$ cat src/rtl/mul64_seq.sv
// Iterative shift-add multiplier: one partial-product accumulation per cycle,
// full 2*WIDTH-bit product after a fixed WIDTH+1 cycles, start/busy/done handshake.
module mul64_seq #(
  parameter int unsigned WIDTH = 64
) (
  input  logic             clk,
  input  logic             rst,
  input  logic             start,
  input  logic             is_signed,
  input  logic [WIDTH-1:0] a,
  input  logic [WIDTH-1:0] b,
  output logic             busy,
  output logic             done,
  output logic [WIDTH-1:0] product_lo,
  output logic [WIDTH-1:0] product_hi
);

  localparam int unsigned CW = $clog2(WIDTH + 1);

  typedef enum logic [1:0] {
    IDLE = 2'd0,
    RUN  = 2'd1,
    FIN  = 2'd2
  } state_t;

  state_t           state;
  state_t           state_d;
  logic             load_c;
  logic             step_c;
  logic             fin_c;

  logic [WIDTH-1:0]   mcand;
  logic [WIDTH-1:0]   acc_hi;
  logic [WIDTH-1:0]   acc_lo;
  logic [CW-1:0]      count;
  logic               neg;

  logic [WIDTH-1:0]   a_mag_c;
  logic [WIDTH-1:0]   b_mag_c;
  logic [WIDTH:0]     sum_c;
  logic [2*WIDTH-1:0] acc_full_c;
  logic [2*WIDTH-1:0] prod_c;

  // Operand magnitudes; -2^(W-1) maps to 2^(W-1), which still fits unsigned.
  assign a_mag_c = (is_signed && a[WIDTH-1]) ? (~a + WIDTH'(1)) : a;
  assign b_mag_c = (is_signed && b[WIDTH-1]) ? (~b + WIDTH'(1)) : b;

  // Partial-product add into the upper half, keeping the carry-out.
  assign sum_c = {1'b0, acc_hi} + (acc_lo[0] ? {1'b0, mcand} : {(WIDTH + 1){1'b0}});

  assign acc_full_c = {acc_hi, acc_lo};
  assign prod_c     = neg ? (~acc_full_c + (2 * WIDTH)'(1)) : acc_full_c;

  always_ff @(posedge clk) begin
    if (rst) begin
      state <= IDLE;
    end else begin
      state <= state_d;
    end
  end

  always_comb begin
    state_d = state;
    load_c  = 1'b0;
    step_c  = 1'b0;
    fin_c   = 1'b0;
    case (state)
      IDLE: begin
        if (start) begin
          load_c  = 1'b1;
          state_d = RUN;
        end
      end
      RUN: begin
        step_c = 1'b1;
        if (count == CW'(1)) begin
          state_d = FIN;
        end
      end
      FIN: begin
        fin_c   = 1'b1;
        state_d = IDLE;
      end
      default: state_d = IDLE;
    endcase
  end

  // Datapath and registered outputs; the multiplier shifts out of acc_lo as the product shifts in.
  always_ff @(posedge clk) begin
    if (rst) begin
      mcand      <= '0;
      acc_hi     <= '0;
      acc_lo     <= '0;
      count      <= '0;
      neg        <= 1'b0;
      busy       <= 1'b0;
      done       <= 1'b0;
      product_lo <= '0;
      product_hi <= '0;
    end else begin
      done <= 1'b0;
      if (load_c) begin
        mcand  <= a_mag_c;
        acc_hi <= '0;
        acc_lo <= b_mag_c;
        count  <= CW'(WIDTH);
        neg    <= is_signed & (a[WIDTH-1] ^ b[WIDTH-1]);
        busy   <= 1'b1;
      end
      if (step_c) begin
        acc_hi <= sum_c[WIDTH:1];
        acc_lo <= {sum_c[0], acc_lo[WIDTH-1:1]};
        count  <= count - CW'(1);
      end
      if (fin_c) begin
        product_hi <= prod_c[2*WIDTH-1:WIDTH];
        product_lo <= prod_c[WIDTH-1:0];
        done       <= 1'b1;
        busy       <= 1'b0;
      end
    end
  end

endmodule

$ cat config.mk
export PLATFORM = sky130hd
export DESIGN_NAME = mul64_seq
export DESIGN_NICKNAME = d
export VERILOG_FILES = /design/src/rtl/mul64_seq.sv
export SDC_FILE = /design/constraint.sdc
export NUM_CORES = 1
export LEC_CHECK = 0
export ABC_AREA = 0
export CAP_MARGIN = 25
export CORE_UTILIZATION = 45
export CTS_BUF_LIST = sky130_fd_sc_hd__clkbuf_16
export DETAILED_ROUTE_END_ITERATION = 10
export PLACE_DENSITY = 0.7
export SYNTH_ARGS = -nofsm -noshare
export SYNTH_HDL_FRONTEND = slang
export SYNTH_SLANG_ARGS = --single-unit
$ cat constraint.sdc
create_clock -name clk -period 3.48 [get_ports clk]
set_input_delay 0.696 -clock clk [delete_from_list [all_inputs] [get_ports clk]]
set_output_delay 0.696 -clock clk [all_outputs]
set_load 0.05 [all_outputs]
; ---- Yosys cells after proc, flatten, opt, wreduce, memory -nomap -nowiden
; Index checks and enable logic that the tools add are counted.
[op_classes]
add_sub_neg = 5
n_eq_ne = 5
n_mux = 18
n_bitwise = 5
n_reduce_logical = 6
[ops]
columns = operator, n
row1 = 2-to-1 mux 64 bit, 7
row2 = adder 128 x 1 -> 128 bit (second input constant), 1
row3 = adder 64 x 1 -> 64 bit (second input constant), 2
row4 = 2-to-1 mux 128 bit, 1
row5 = inverter 128 bit, 1
row6 = inverter 64 bit, 2
row7 = adder 64 x 64 -> 65 bit, 1
row8 = 2-to-1 mux 7 bit, 2
row9 = equality test 7 x 1 -> 1 bit (second input constant), 1
row10 = subtractor 7 x 1 -> 7 bit (second input constant), 1
row11 = 2-to-1 mux 1 bit, 5
row12 = 2-to-1 mux 2 bit, 2
row13 = inequality test 2 bit (second input constant), 2
row14 = case mux 2 bit (2 select lines), 1
row15 = equality test 2 x 1 -> 1 bit (second input constant), 1
row16 = equality test 2 bit (second input constant), 1
row17 = logical AND 1 bit, 2
row18 = logical NOT 2 bit, 1
row19 = AND reduction 2 bit, 1
row20 = nonzero test 2 bit, 1
row21 = OR reduction 2 bit, 1
row22 = bitwise AND 1 bit, 1
row23 = bitwise XOR 1 bit, 1
[totals]
register_bits = 332
input_bits = 132
output_inout_bits = 130

; ---- Longest topological paths before layout
; Gate-level depths: netlist (run 1).
[logic_depth]
depth_word = 5
ltp_mapped = 15

; ---- Worst setup path before layout (run 1)
; OpenSTA, ideal clock, no wires.
[synth_path]
path_kind = register to register
start = reg acc_lo[0]
end = reg acc_hi[49]
setup_ns = 0.124
arrival_time_ns = 3.674
required_ns = 3.356
setup_slack_ns = -0.319
path_stages_with_launch = 15
n_path_buf = 2
path_cell_list = dfxtp_1 clkbuf_1 clkbuf_1 and2_1 ha_1 a21oi_1 o21ai_0 or2_2 o31ai_1 o21ai_0 a2111oi_0 o31ai_1 a41oi_1 xnor2_1 o21ai_1
[synth_between]
elab_chain_len = 3
[synth_rtl]
columns = item, line_no
row1 = from (decl), 34  ; logic [WIDTH-1:0] acc_lo;
row2 = from (signal assigned), 105  ; acc_lo <= b_mag_c;
row3 = from (signal assigned), 112  ; acc_lo <= {sum_c[0], acc_lo[WIDTH-1:1]};
row4 = 2-to-1 mux 64 bit, 49  ; assign sum_c = {1'b0, acc_hi} + (acc_lo[0] ? {1'b0, mcand} : {(WIDTH + 1){1'b0}});
row5 = adder 64 x 64 -> 65 bit, 49
row6 = 2-to-1 mux 64 bit, 110  ; if (step_c) begin
row7 = to (signal assigned), 111  ; acc_hi <= sum_c[WIDTH:1];
row8 = to (decl), 33  ; logic [WIDTH-1:0] acc_hi;
; Every way passes these cells.
; A chain may end at the register's enable or synchronous reset.

; ---- Worst setup path in the final report (run 1)
[layout_path]
start = in b[17]
end = reg acc_lo[44]
[layout_between]
elab_chain_len = 5
[layout_rtl]
columns = item, line_no
row1 = from (decl), 11  ; input logic [WIDTH-1:0] b,
row2 = inverter 64 bit, 46  ; assign b_mag_c = (is_signed && b[WIDTH-1]) ? (~b + WIDTH'(1)) : b;
row3 = adder 64 x 1 -> 64 bit, 46
row4 = 2-to-1 mux 64 bit, 46
row5 = 2-to-1 mux 64 bit, 102  ; if (load_c) begin
row6 = 2-to-1 mux 64 bit, 110
; Every way passes these cells. The select of a mux whose other input is x is not followed.

==> results of run 1 <==
[synthesized netlist by cell type, types with 8 or more instances]
master    number  area share
nand2b_1      19      0.0057
o31ai_1       64       0.023
buf_1          8      0.0014
nor3_1        50       0.012
nand4_1       38       0.011
o21bai_1      15      0.0054
a21o_1        29       0.010
a21oi_1      195       0.047
xor2_1       202       0.085
a211oi_1      55       0.020
a31oi_1       14      0.0042
inv_1         38      0.0069
a22oi_1       63       0.023
or3_1         43       0.013
or2_2         10      0.0030
nor2b_1        9      0.0027
or4_1         32       0.012
a22o_1         9      0.0038
dfxtp_1      332        0.32
clkbuf_1     155       0.028
xnor2_1       99       0.042
o21a_1        10      0.0036
nor4_1        29      0.0087
and2_1        72       0.022
nor2_1       189       0.034
nand3_1       34      0.0082
o21ai_1       42       0.010
ha_1          69       0.042
o21ai_0      255       0.061
nand2_1      405       0.073
o41ai_1       31       0.013
[cell type report]
type | instances | area [µm²]
sequential | 332 | 6650
inverter | 40 | 150
clock inverter | 29 | 307
fill | 4013 | 17100
timing repair buffer | 668 | 5790
clock buffer | 41 | 1030
tap | 600 | 751
multi-input combinational | 2176 | 13700
[metal layers]
metal  vias to the layer above  part of all wire
li1                      10800                 -
met1                     10500              0.47
met2                       784              0.44
met3                       132             0.064
met4                         0             0.026
met5                         -                 0
[per-stage QoR]
stage | cells | hold WS (ns)
4_1_cts | 3881 | 0.451
3_5_place_dp | 3811 | 0.441
3_3_place_gp | 3811 | 0.435
2_1_floorplan | 2717 | 0.427
6_report | 3886 | 0.450
5_1_grt | 3886 | 0.465
[where the power goes]
part           switching, mW  leakage (nW)  total (mW)  internal (mW)
logic                   1.12          7.93        1.97          0.849
registers              0.153          2.70        4.11           3.96
clock network           1.74         0.667        4.32           2.59
total                   3.01          11.3        10.4           7.40
[worst min-delay path, delay by kind of cell (launching register included)]
family | cells | cell delay, ns
flops | 1 | 0.30
compound gates | 1 | 0.05
simple gates | 1 | 0.05
[cell families (layout without fill, tap and decap cells)]
| family | after synthesis | count (layout) |
|---|---|---|
| simple gates | 981 | 981 |
| mux | 2 | 2 |
| xor+xnor | 301 | 301 |
| fa+ha+maj | 70 | 70 |
| compound gates | 822 | 822 |
| buf+inv | 209 | 778 |
| flops | 332 | 332 |
[state kept, by name, summed over array words and instances, names as in the netlist]
signal,count
acc_lo,64
neg,1
busy,1
state,2
done,1
product_lo,64
mcand,64
acc_hi,64
count,7
product_hi,64
[timing repair]
action	4_1_cts	5_1_grt
hold endpoints to repair	0	0
gates cloned	0	1
pin swaps	1	16
setup buffers	0	4
hold buffers	0	0
setup endpoints to repair	20	54
resized for setup	7	68
[how the worst max path moves through the flow]
| stage | slack (ns) | endpoint | cells after the start | startpoint |
|---|---|---|---|---|
| after floorplan | 0.02 | acc_lo[63] | 10 | b[26] |
| after global placement | -0.53 | acc_lo[44] | 11 | b[16] |
| after detailed placement | -0.60 | acc_lo[44] | 11 | b[17] |
| after CTS | 0.005 | product_hi[49] | 12 | acc_lo[2] |
| after global routing | -0.17 | acc_lo[44] | 12 | b[16] |
| final | -0.003 | acc_lo[44] | 12 | b[17] |
==> out/qor.log, run 1 <==
INFO  logic_synthesis mean_syn_cell_area=7.64µm²
INFO  global_routing use_met1=0.431
INFO  timing         finalHoldViolCount=0
INFO  logic_synthesis synthAdderAreaFrac=0.0425
INFO  floorplanning  std_cell_rows=78
INFO  placement      gp_congestion=0.955
INFO  logic_synthesis yosys_most_used_dff=dfxtp_1
INFO  logic_synthesis async_flop_share=0
INFO  placement      placement.io_buffers=261
INFO  flow_run       timing.max_cap.violations=0
INFO  logic_synthesis synthesized_flop_and_latch_total=332
INFO  clock_network  cts-root-to-sink-buffers=3
INFO  routing        detail_route.first_pass.iterations=7
INFO  outcome        outcome=complete, but fails checks
INFO  floorplanning  die_w=217µm
INFO  timing         unrepaired_setup_endpoints_after_global_routing=true
INFO  floorplanning  initial_utilization=0.457
INFO  routing        drcViolationCount=0
INFO  logic_synthesis synth_cell_type_count=75
INFO  logic_synthesis yosys.area_share.xor_xnor=0.127
INFO  logic_synthesis yosysWarnings=0
INFO  global_routing gr-max-usage-layer=met2
INFO  logic_synthesis postSynthNetCount=2919
INFO  setup_path     timing.critical_path.cells=clkdlybuf4s50_1 > or3_1 > or4_4 > or3_1 > nor2_1 > nand4_1 > buf_4 > buf_4 > o41ai_2 > xnor2_1 > nand2_1 > a21oi_1
INFO  clock_network  cts_root_buffer=clkbuf_16
INFO  timing         post_route_clock_skew=0.0180ns
INFO  outcome        violations=setup timing
INFO  global_routing grt_pass1_vias=20.6k
INFO  routing        vias=22.2k
INFO  global_routing grt.met2_usage=0.481
INFO  timing         worst_slack=-0.00332ns
INFO  layout         layout_cell_share_with_drive_strength_beyond_1=0.172
INFO  timing         timing_worst_slew_pin_value=0.856ns
INFO  layout         final_nets=3459
INFO  setup_path     worst-endpoint-arrival=3.97ns
INFO  layout         most_frequent_standard_cell_in_the_layout_excluding_fill_and_tap_cells=nand2_1
INFO  logic_synthesis yosysSeqAreaShare=0.320
INFO  power_and_ir_drop vdd_drop_max=329µV
INFO  layout         final_cell_area=28400µm²
INFO  setup_path     criticalPathCategory=primary input to register
INFO  clock_network  clock_tree.htree_level_count=2
INFO  placement      placement.setup.worst_slack=-0.597ns
INFO  power_and_ir_drop total_power=10.4mW
INFO  layout         areaGrowthSynthToFinish=36.7%
INFO  min_path       min_path_cells=2
INFO  layout         layout_common_cells=nand2_1 (405), buf_4 (397), dfxtp_1 (330)
INFO  setup_path     cp_slowest_cell=or4_4
INFO  timing         final.period_utilization=1.00
INFO  setup_path     rr_endpoint=acc_hi[62]
INFO  layout         final_util=0.624
INFO  timing         final-max-slew-violation-count=0
INFO  clock_network  worst_skew_pair.late_latency=0.57ns
INFO  global_routing grt_antenna_before_repair=0
INFO  routing        first_iter_violations=1803
INFO  setup_path     cell_class_contributing_the_biggest_share_of_worst_path_delay=simple AND/OR/NAND/NOR gates
INFO  setup_path     timing.rr.start=acc_lo[0]
INFO  global_routing met3_usage=0.0389
INFO  placement      postPlaceCellArea=26700µm²
INFO  timing         slew-limit-headroom=0.428
INFO  logic_synthesis synth_simple_gate_area_share=0.230
INFO  clock_network  cts_made_buffers=39
INFO  floorplanning  design.die.area=47000µm²
INFO  routing        routed_wirelength=74100µm
INFO  power_and_ir_drop static-leakage-power=11.3nW
INFO  timing         final_min_period=3.48ns
INFO  timing         finalSetupViolations=1
INFO  routing        ant_nets=0
INFO  floorplanning  core=45500µm²
INFO  logic_synthesis syn_inst=2717
INFO  timing         fin_tns_setup=-0.00332ns
INFO  placement      final_hpwl_from_detailed_placement=57300µm
INFO  setup_path     worst-path-max-fanout=5
INFO  setup_path     cp.buffers_inverters=3
INFO  clock_network  clock_pin_slew_worst_setup_and_hold_paths=0.06ns
INFO  logic_synthesis total_standard_cell_area_after_synthesis=20800µm²
INFO  setup_path     slowest_delay=0.55ns
INFO  floorplanning  die_h=217µm
INFO  setup_path     rr_worst_depth=16
INFO  min_path       hp_start=mcand[43]
INFO  logic_synthesis synth_top_family_by_area=compound AO/OA/AOI/OAI gates
INFO  clock_network  sink_count=332
INFO  min_path       hold-path-endpoint=mcand[43]
INFO  floorplanning  num_io_pins=262
INFO  timing         highest_clock_rate=0.287GHz
INFO  setup_path     flop2flop_setup_slack=0.06ns
INFO  routing        wire_per_inst=19.1µm
INFO  global_routing grt_pass1_wl=114000µm
INFO  logic_synthesis muxShareOfSynthArea=0.000964
INFO  min_path       hold_crit_class=register to register
INFO  power_and_ir_drop power.density=367nW/µm²
INFO  clock_network  tritoncts=built
INFO  logic_synthesis synth_edf_count=0
INFO  global_routing gr-usage-all-layers=0.304
INFO  global_routing grt_remaining_overflow=0
INFO  routing        viasPerCell=5.71
INFO  logic_synthesis synth-compound-area-share=0.242
INFO  setup_path     required_worst_endpoint=3.96ns
INFO  global_routing grt_max_degree=169
INFO  layout         antennaDiodeCount=0
INFO  setup_path     start_kind=primary input
INFO  setup_path     endpoint_kind=register
(Power assumes the default switching activity.)
==> run 2, diff against run 1 <==
--- a/config.mk
+++ b/config.mk
@@ -7,8 +7,8 @@
 export LEC_CHECK = 0
 export ABC_AREA = 0
 export CAP_MARGIN = 25
+export CORE_MARGIN = 3
 export CORE_UTILIZATION = 45
-export CTS_BUF_LIST = sky130_fd_sc_hd__clkbuf_16
 export DETAILED_ROUTE_END_ITERATION = 10
 export PLACE_DENSITY = 0.7
 export SYNTH_ARGS = -nofsm -noshare
==> run 2 against run 1 <==
  * The run now ends clean
  * Critical path depth fell by 1
  * Global-route usage shrank 0.90 points
  * First-iteration DRC count up 5.6%
  * Worst setup slack better by 0.090 ns
  * Clock power fell by 4%
  * Cell count shrank 0.44%
  * Core utilization down 0.14 points
  * Design area shrank 0.22%
  * Sequential cell count stayed put
  * Combinational power is essentially flat
  * Die area is 3.7% higher
  * Clock-buffer cell count up 16
==> out/qor.log, run 2 (synthesized netlist as in run 1, its figures left out) <==
INFO  placement      placement.setup.worst_slack=-0.616ns
INFO  timing         slew-limit-headroom=0.333
INFO  setup_path     flop2flop_setup_slack=0.09ns
INFO  setup_path     worst-endpoint-arrival=3.87ns
INFO  placement      gp_congestion=0.959
INFO  routing        vias=22.2k
INFO  power_and_ir_drop vdd_drop_max=330µV
INFO  routing        routed_wirelength=76000µm
INFO  clock_network  count_of_hold_fix_buffers_inserted_at_cts=0
INFO  global_routing grt_antenna_before_repair=0
INFO  layout         final_cell_area=28300µm²
INFO  power_and_ir_drop power.density=361nW/µm²
INFO  layout         fillers=4115
INFO  flow_run       timing.max_cap.violations=0
INFO  floorplanning  die_h=221µm
INFO  setup_path     criticalPathCategory=primary input to register
INFO  setup_path     required_worst_endpoint=3.96ns
INFO  layout         most_frequent_standard_cell_in_the_layout_excluding_fill_and_tap_cells=nand2_1
INFO  layout         areaGrowthSynthToFinish=36.4%
INFO  power_and_ir_drop clkPwrFrac=0.404
INFO  min_path       hp_start=product_hi[35]
INFO  global_routing grt_pass1_wl=117000µm
INFO  setup_path     start_kind=primary input
INFO  timing         highest_clock_rate=0.295GHz
INFO  timing         holdWs=0.448ns
INFO  clock_network  cts-root-to-sink-buffers=3
INFO  layout         layout_common_cells=nand2_1 (404), buf_4 (385), dfxtp_1 (330)
INFO  setup_path     rr_endpoint=product_hi[47]
INFO  clock_network  cts_made_buffers=38
INFO  routing        viasPerCell=5.73
INFO  global_routing grt_pass1_vias=20.9k
INFO  setup_path     endpoint_kind=register
INFO  placement      final_hpwl_from_detailed_placement=58800µm
INFO  placement      postPlaceCellArea=26500µm²
INFO  clock_network  tritoncts=built
INFO  power_and_ir_drop power.share.switching=0.288
INFO  setup_path     rr_worst_depth=10
INFO  global_routing grt_remaining_overflow=0
INFO  power_and_ir_drop static-leakage-power=11.1nW
INFO  clock_network  sink_count=332
INFO  floorplanning  std_cell_rows=78
INFO  timing         finalHoldViolCount=0
INFO  global_routing gr-usage-all-layers=0.295
INFO  floorplanning  design.die.area=48800µm²
INFO  layout         final_util=0.623
INFO  clock_network  clock_pin_slew_worst_setup_and_hold_paths=0.07ns
INFO  min_path       min_path_cells=2
INFO  routing        first_iter_violations=1904
INFO  floorplanning  die_w=221µm
INFO  timing         final.period_utilization=0.975
INFO  timing         worst_slack=0.0866ns
INFO  layout         final_nets=3443
INFO  floorplanning  core=45500µm²
INFO  placement      placement.io_buffers=261
INFO  layout         layout_cell_share_with_drive_strength_beyond_1=0.174
INFO  floorplanning  num_io_pins=262
INFO  timing         final_min_period=3.39ns
INFO  setup_path     timing.rr.start=acc_lo[53]
INFO  layout         antennaDiodeCount=0
INFO  timing         unrepaired_setup_endpoints_after_global_routing=true
INFO  clock_network  clock_tree.htree_level_count=2
INFO  global_routing grt_max_degree=130
INFO  min_path       hold-path-endpoint=product_hi[35]
INFO  power_and_ir_drop cell_internal_power=7.27mW
INFO  routing        drcViolationCount=0
INFO  routing        detail_route.first_pass.iterations=6
INFO  power_and_ir_drop power.net_switching=2.95mW
INFO  timing         timing_worst_slew_pin_value=0.997ns
INFO  power_and_ir_drop seqPwrFrac=0.403
INFO  timing         final-max-slew-violation-count=0
INFO  routing        ant_nets=0
INFO  timing         finalSetupViolations=0
INFO  outcome        outcome=complete, no violations
INFO  power_and_ir_drop power.share.combinational=0.193
INFO  clock_network  worst_skew_pair.late_latency=0.56ns
INFO  timing         post_route_clock_skew=0.0136ns
INFO  clock_network  cts_root_buffer=clkbuf_16
INFO  routing        wire_per_inst=19.6µm
INFO  min_path       hold_crit_class=register to register
INFO  floorplanning  initial_utilization=0.457
INFO  setup_path     worst-path-max-fanout=5
-- run 2: critical path, stage by stage --
cell,delay (ns)
clkdlybuf4s50_1,0.41
or3_1,0.49
or4_4,0.56
nor4b_4,0.34
and2_4,0.23
nand2_1,0.09
or3_1,0.40
o31ai_1,0.29
xnor2_1,0.15
nand2_1,0.07
a21oi_1,0.14
-- run 2: power groups by stage --
stage               Sequential, mW  Clock [mW]  Combinational, mW
floorplan                     4.17           0               1.08
global placement              4.19           0               1.86
detailed placement            4.19           0               1.89
CTS                           4.11        4.18               1.93
global route                  4.14        4.32               2.14
finish                        4.12        4.13               1.97
-- run 2: layout make-up --
type                    count  area [µm²]  share of cell area
clock buffers              57        1130              0.0398
inverters                  40         150             0.00530
flip-flops and latches    332        6650               0.235
repair buffers            653        5640               0.199
well taps                 600         751              0.0265
clock inverters            11         140             0.00495
multi-input cells        2176       13900               0.489
-- run 2: worst max-delay path by stage --
stage,slack (ns),from,cells past startpoint,to
6_report,0.09,b[16],11,acc_lo[59]
4_1_cts,0.005,acc_lo[0],14,acc_hi[60]
3_3_place_gp,-0.52,b[26],10,acc_lo[63]
5_1_grt,-0.05,acc_lo[0],16,acc_hi[60]
2_1_floorplan,0.02,b[26],10,acc_lo[63]
3_5_place_dp,-0.62,b[26],10,acc_lo[63]
-- run 2: through the flow --
| stage | setup TNS (ns) | std cells | total power, mW |
|---|---|---|---|
| final | 0 | 3869 | 10.2 |
| after global routing | -0.0600 | 3869 | 10.6 |
| after CTS | 0 | 3868 | 10.2 |
| after detailed placement | -14.19 | 3796 | 6.08 |
| after global placement | -8.81 | 3796 | 6.04 |
| after floorplan | 0 | 2717 | 5.25 |
-- run 2: routing by layer --
| layer | part of all wire | vias to the layer above | GRT usage |
|---|---|---|---|
| met3 | 0.071 | 129 | 0.0313 |
| met1 | 0.46 | 10400 | 0.429 |
| met4 | 0.024 | 0 | 0.0767 |
| met2 | 0.45 | 863 | 0.467 |
| met5 | 0 | - | 0 |
| li1 | - | 10800 | - |
-- run 2: repair_timing --
| action | CTS | global route |
|---|---|---|
| hold endpoints to repair | 0 | 0 |
| setup endpoints to repair | 29 | 50 |
| pin swaps | 5 | 19 |
| setup buffers | 4 | 1 |
| cloned | 0 | 0 |
| gates resized for setup | 20 | 87 |
==> run 3, diff against run 2 <==
--- a/config.mk
+++ b/config.mk
@@ -11,6 +11,7 @@
 export CORE_UTILIZATION = 45
 export DETAILED_ROUTE_END_ITERATION = 10
 export PLACE_DENSITY = 0.7
+export SKIP_LAST_GASP = 1
 export SYNTH_ARGS = -nofsm -noshare
 export SYNTH_HDL_FRONTEND = slang
 export SYNTH_SLANG_ARGS = --single-unit
==> run 3 against run 2 <==
  * Sequential cell count is the same
  * Hold slack is essentially flat
  * Critical path depth shrank 2
  * Die area is the same
  * Via count shrank 0.42%
  * Cell count is the same
  * Clock-buffer cell count is the same
  * Core utilization shrank 0.080 points
  * Sequential power is essentially flat
  * Worst setup slack lost 0.015 ns
  * Critical path type is now register to register
  * Critical endpoint is now product_hi[57]
  * Highest routed layer unchanged
==> out/qor.log, run 3 (synthesized netlist as in run 1, its figures left out) <==
INFO  floorplanning  core=45500µm²
INFO  routing        drcViolationCount=0
INFO  setup_path     endpoint_kind=register
INFO  global_routing grt_pass1_vias=20.9k
INFO  layout         antennaDiodeCount=0
INFO  floorplanning  die_w=221µm
INFO  clock_network  sink_count=332
INFO  setup_path     critical_path.most_common_cell=or3_1
INFO  routing        wire_per_inst=19.6µm
INFO  setup_path     slowest_delay=0.59ns
INFO  floorplanning  die_h=221µm
INFO  placement      final_hpwl_from_detailed_placement=58800µm
INFO  global_routing grt_max_degree=130
INFO  placement      placement.io_buffers=261
INFO  setup_path     start_kind=register
INFO  layout         areaGrowthSynthToFinish=36.2%
INFO  global_routing grt_antenna_before_repair=0
INFO  setup_path     cp_slowest_cell=or4_1
INFO  routing        viasPerCell=5.71
INFO  timing         fin_tns_setup=0ns
INFO  setup_path     required_worst_endpoint=3.90ns
INFO  power_and_ir_drop vdd_drop_max=330µV
INFO  layout         final_cell_area=28300µm²
INFO  global_routing grt_pass1_wl=117000µm
INFO  layout         final_nets=3443
INFO  timing         final.period_utilization=0.979
INFO  layout         layout_cell_share_with_drive_strength_beyond_1=0.173
INFO  routing        detail_route.first_pass.iterations=6
INFO  clock_network  count_of_hold_fix_buffers_inserted_at_cts=0
INFO  timing         finalHoldViolCount=0
INFO  global_routing grt_remaining_overflow=0
INFO  floorplanning  design.die.area=48800µm²
INFO  flow_run       timing.max_cap.violations=0
INFO  clock_network  cts_root_buffer=clkbuf_16
INFO  timing         post_route_clock_skew=0.0133ns
INFO  timing         slew-limit-headroom=0.338
INFO  timing         final_min_period=3.41ns
INFO  routing        ant_nets=0
INFO  layout         layout_common_cells=nand2_1 (404), buf_4 (385), dfxtp_1 (330)
INFO  setup_path     worst-endpoint-arrival=3.83ns
INFO  floorplanning  initial_utilization=0.457
INFO  routing        first_iter_violations=1918
INFO  timing         final-max-slew-violation-count=0
INFO  clock_network  tritoncts=built
INFO  clock_network  clock_tree.htree_level_count=2
INFO  layout         most_frequent_standard_cell_in_the_layout_excluding_fill_and_tap_cells=nand2_1
INFO  min_path       hold_crit_class=register to register
INFO  clock_network  cts-root-to-sink-buffers=3
INFO  timing         finalSetupViolations=0
INFO  floorplanning  num_io_pins=262
INFO  power_and_ir_drop power.density=361nW/µm²
INFO  timing         unrepaired_setup_endpoints_after_global_routing=true
INFO  timing         timing_worst_slew_pin_value=0.990ns
INFO  setup_path     criticalPathCategory=register to register
INFO  routing        routed_wirelength=75700µm
INFO  clock_network  cts_made_buffers=38
INFO  power_and_ir_drop total_power=10.2mW
INFO  outcome        outcome=complete, no violations
INFO  setup_path     timing.critical_path.cells=or3_1 > or4_1 > or3_1 > or3_1 > o41ai_1 > nand2_1 > a21oi_1 > xor2_1 > o21ai_1
INFO  routing        vias=22.1k
INFO  clock_network  worst_skew_pair.late_latency=0.56ns
INFO  global_routing gr-usage-all-layers=0.295
INFO  power_and_ir_drop static-leakage-power=11.1nW
INFO  placement      postPlaceCellArea=26500µm²
INFO  floorplanning  std_cell_rows=78
INFO  placement      gp_congestion=0.959
INFO  timing         highest_clock_rate=0.293GHz
INFO  setup_path     worst-path-max-fanout=6
INFO  clock_network  clock_pin_slew_worst_setup_and_hold_paths=0.07ns
-- run 3: metal layers --
layer | part of all wire | GRT usage
met4 | 0.025 | 0.0767
met1 | 0.46 | 0.429
met5 | 0 | 0
met3 | 0.066 | 0.0313
met2 | 0.44 | 0.467
-- run 3: stage by stage --
step	hold slack, ns	util	setup slack (ns)	instances
6_report	0.448	0.622	0.0721	3869
5_1_grt	0.467	0.622	-0.0765	3869
4_1_cts	0.449	0.614	0.00527	3868
3_5_place_dp	0.441	0.583	-0.616	3796
3_3_place_gp	0.436	0.583	-0.523	3796
2_1_floorplan	0.427	-	0.0183	2717
-- run 3: power by group --
| group | switching [mW] | internal (mW) | total, mW | leakage [nW] |
|---|---|---|---|---|
| Sequential | 0.156 | 3.96 | 4.12 | 2.70 |
| Combinational | 1.12 | 0.848 | 1.97 | 7.82 |
| Clock | 1.66 | 2.46 | 4.12 | 0.607 |
-- run 3: layout make-up --
type	count	area (µm²)
Tap cell	600	751
Fill cell	4124	17200
Timing Repair Buffer	653	5640
Sequential cell	332	6650
Clock inverter	11	140
Inverter	40	150
Multi-Input combinational cell	2176	13800
Clock buffer	57	1130
-- run 3: repair_timing --
| item | 4_1_cts | 5_1_grt |
|---|---|---|
| resized for setup | 20 | 82 |
| endpoints found under the setup margin | 29 | 50 |
| endpoints found under the hold margin | 0 | 0 |
| pin swaps | 5 | 19 |
| buffers inserted | 4 | 1 |
-- run 3: final timing paths --
| kind | startpoint | end | cells after the start | slack (ns) |
|---|---|---|---|---|
| min reg2reg | product_hi[35] | product_hi[35] | 2 | 0.45 |
| min | product_hi[35] | product_hi[35] | 2 | 0.45 |
| max | acc_hi[29] | product_hi[57] | 9 | 0.07 |
| max reg2reg | acc_hi[29] | product_hi[57] | 9 | 0.07 |
-- run 3: worst max-delay path: cells and delay by family, from the launching register on --
family	cells	cell delay, ns
AO/OA/AOI/OAI	3	0.51
XOR/XNOR	1	0.15
flip-flops	1	0.43
AND/OR/NAND/NOR	5	2.17
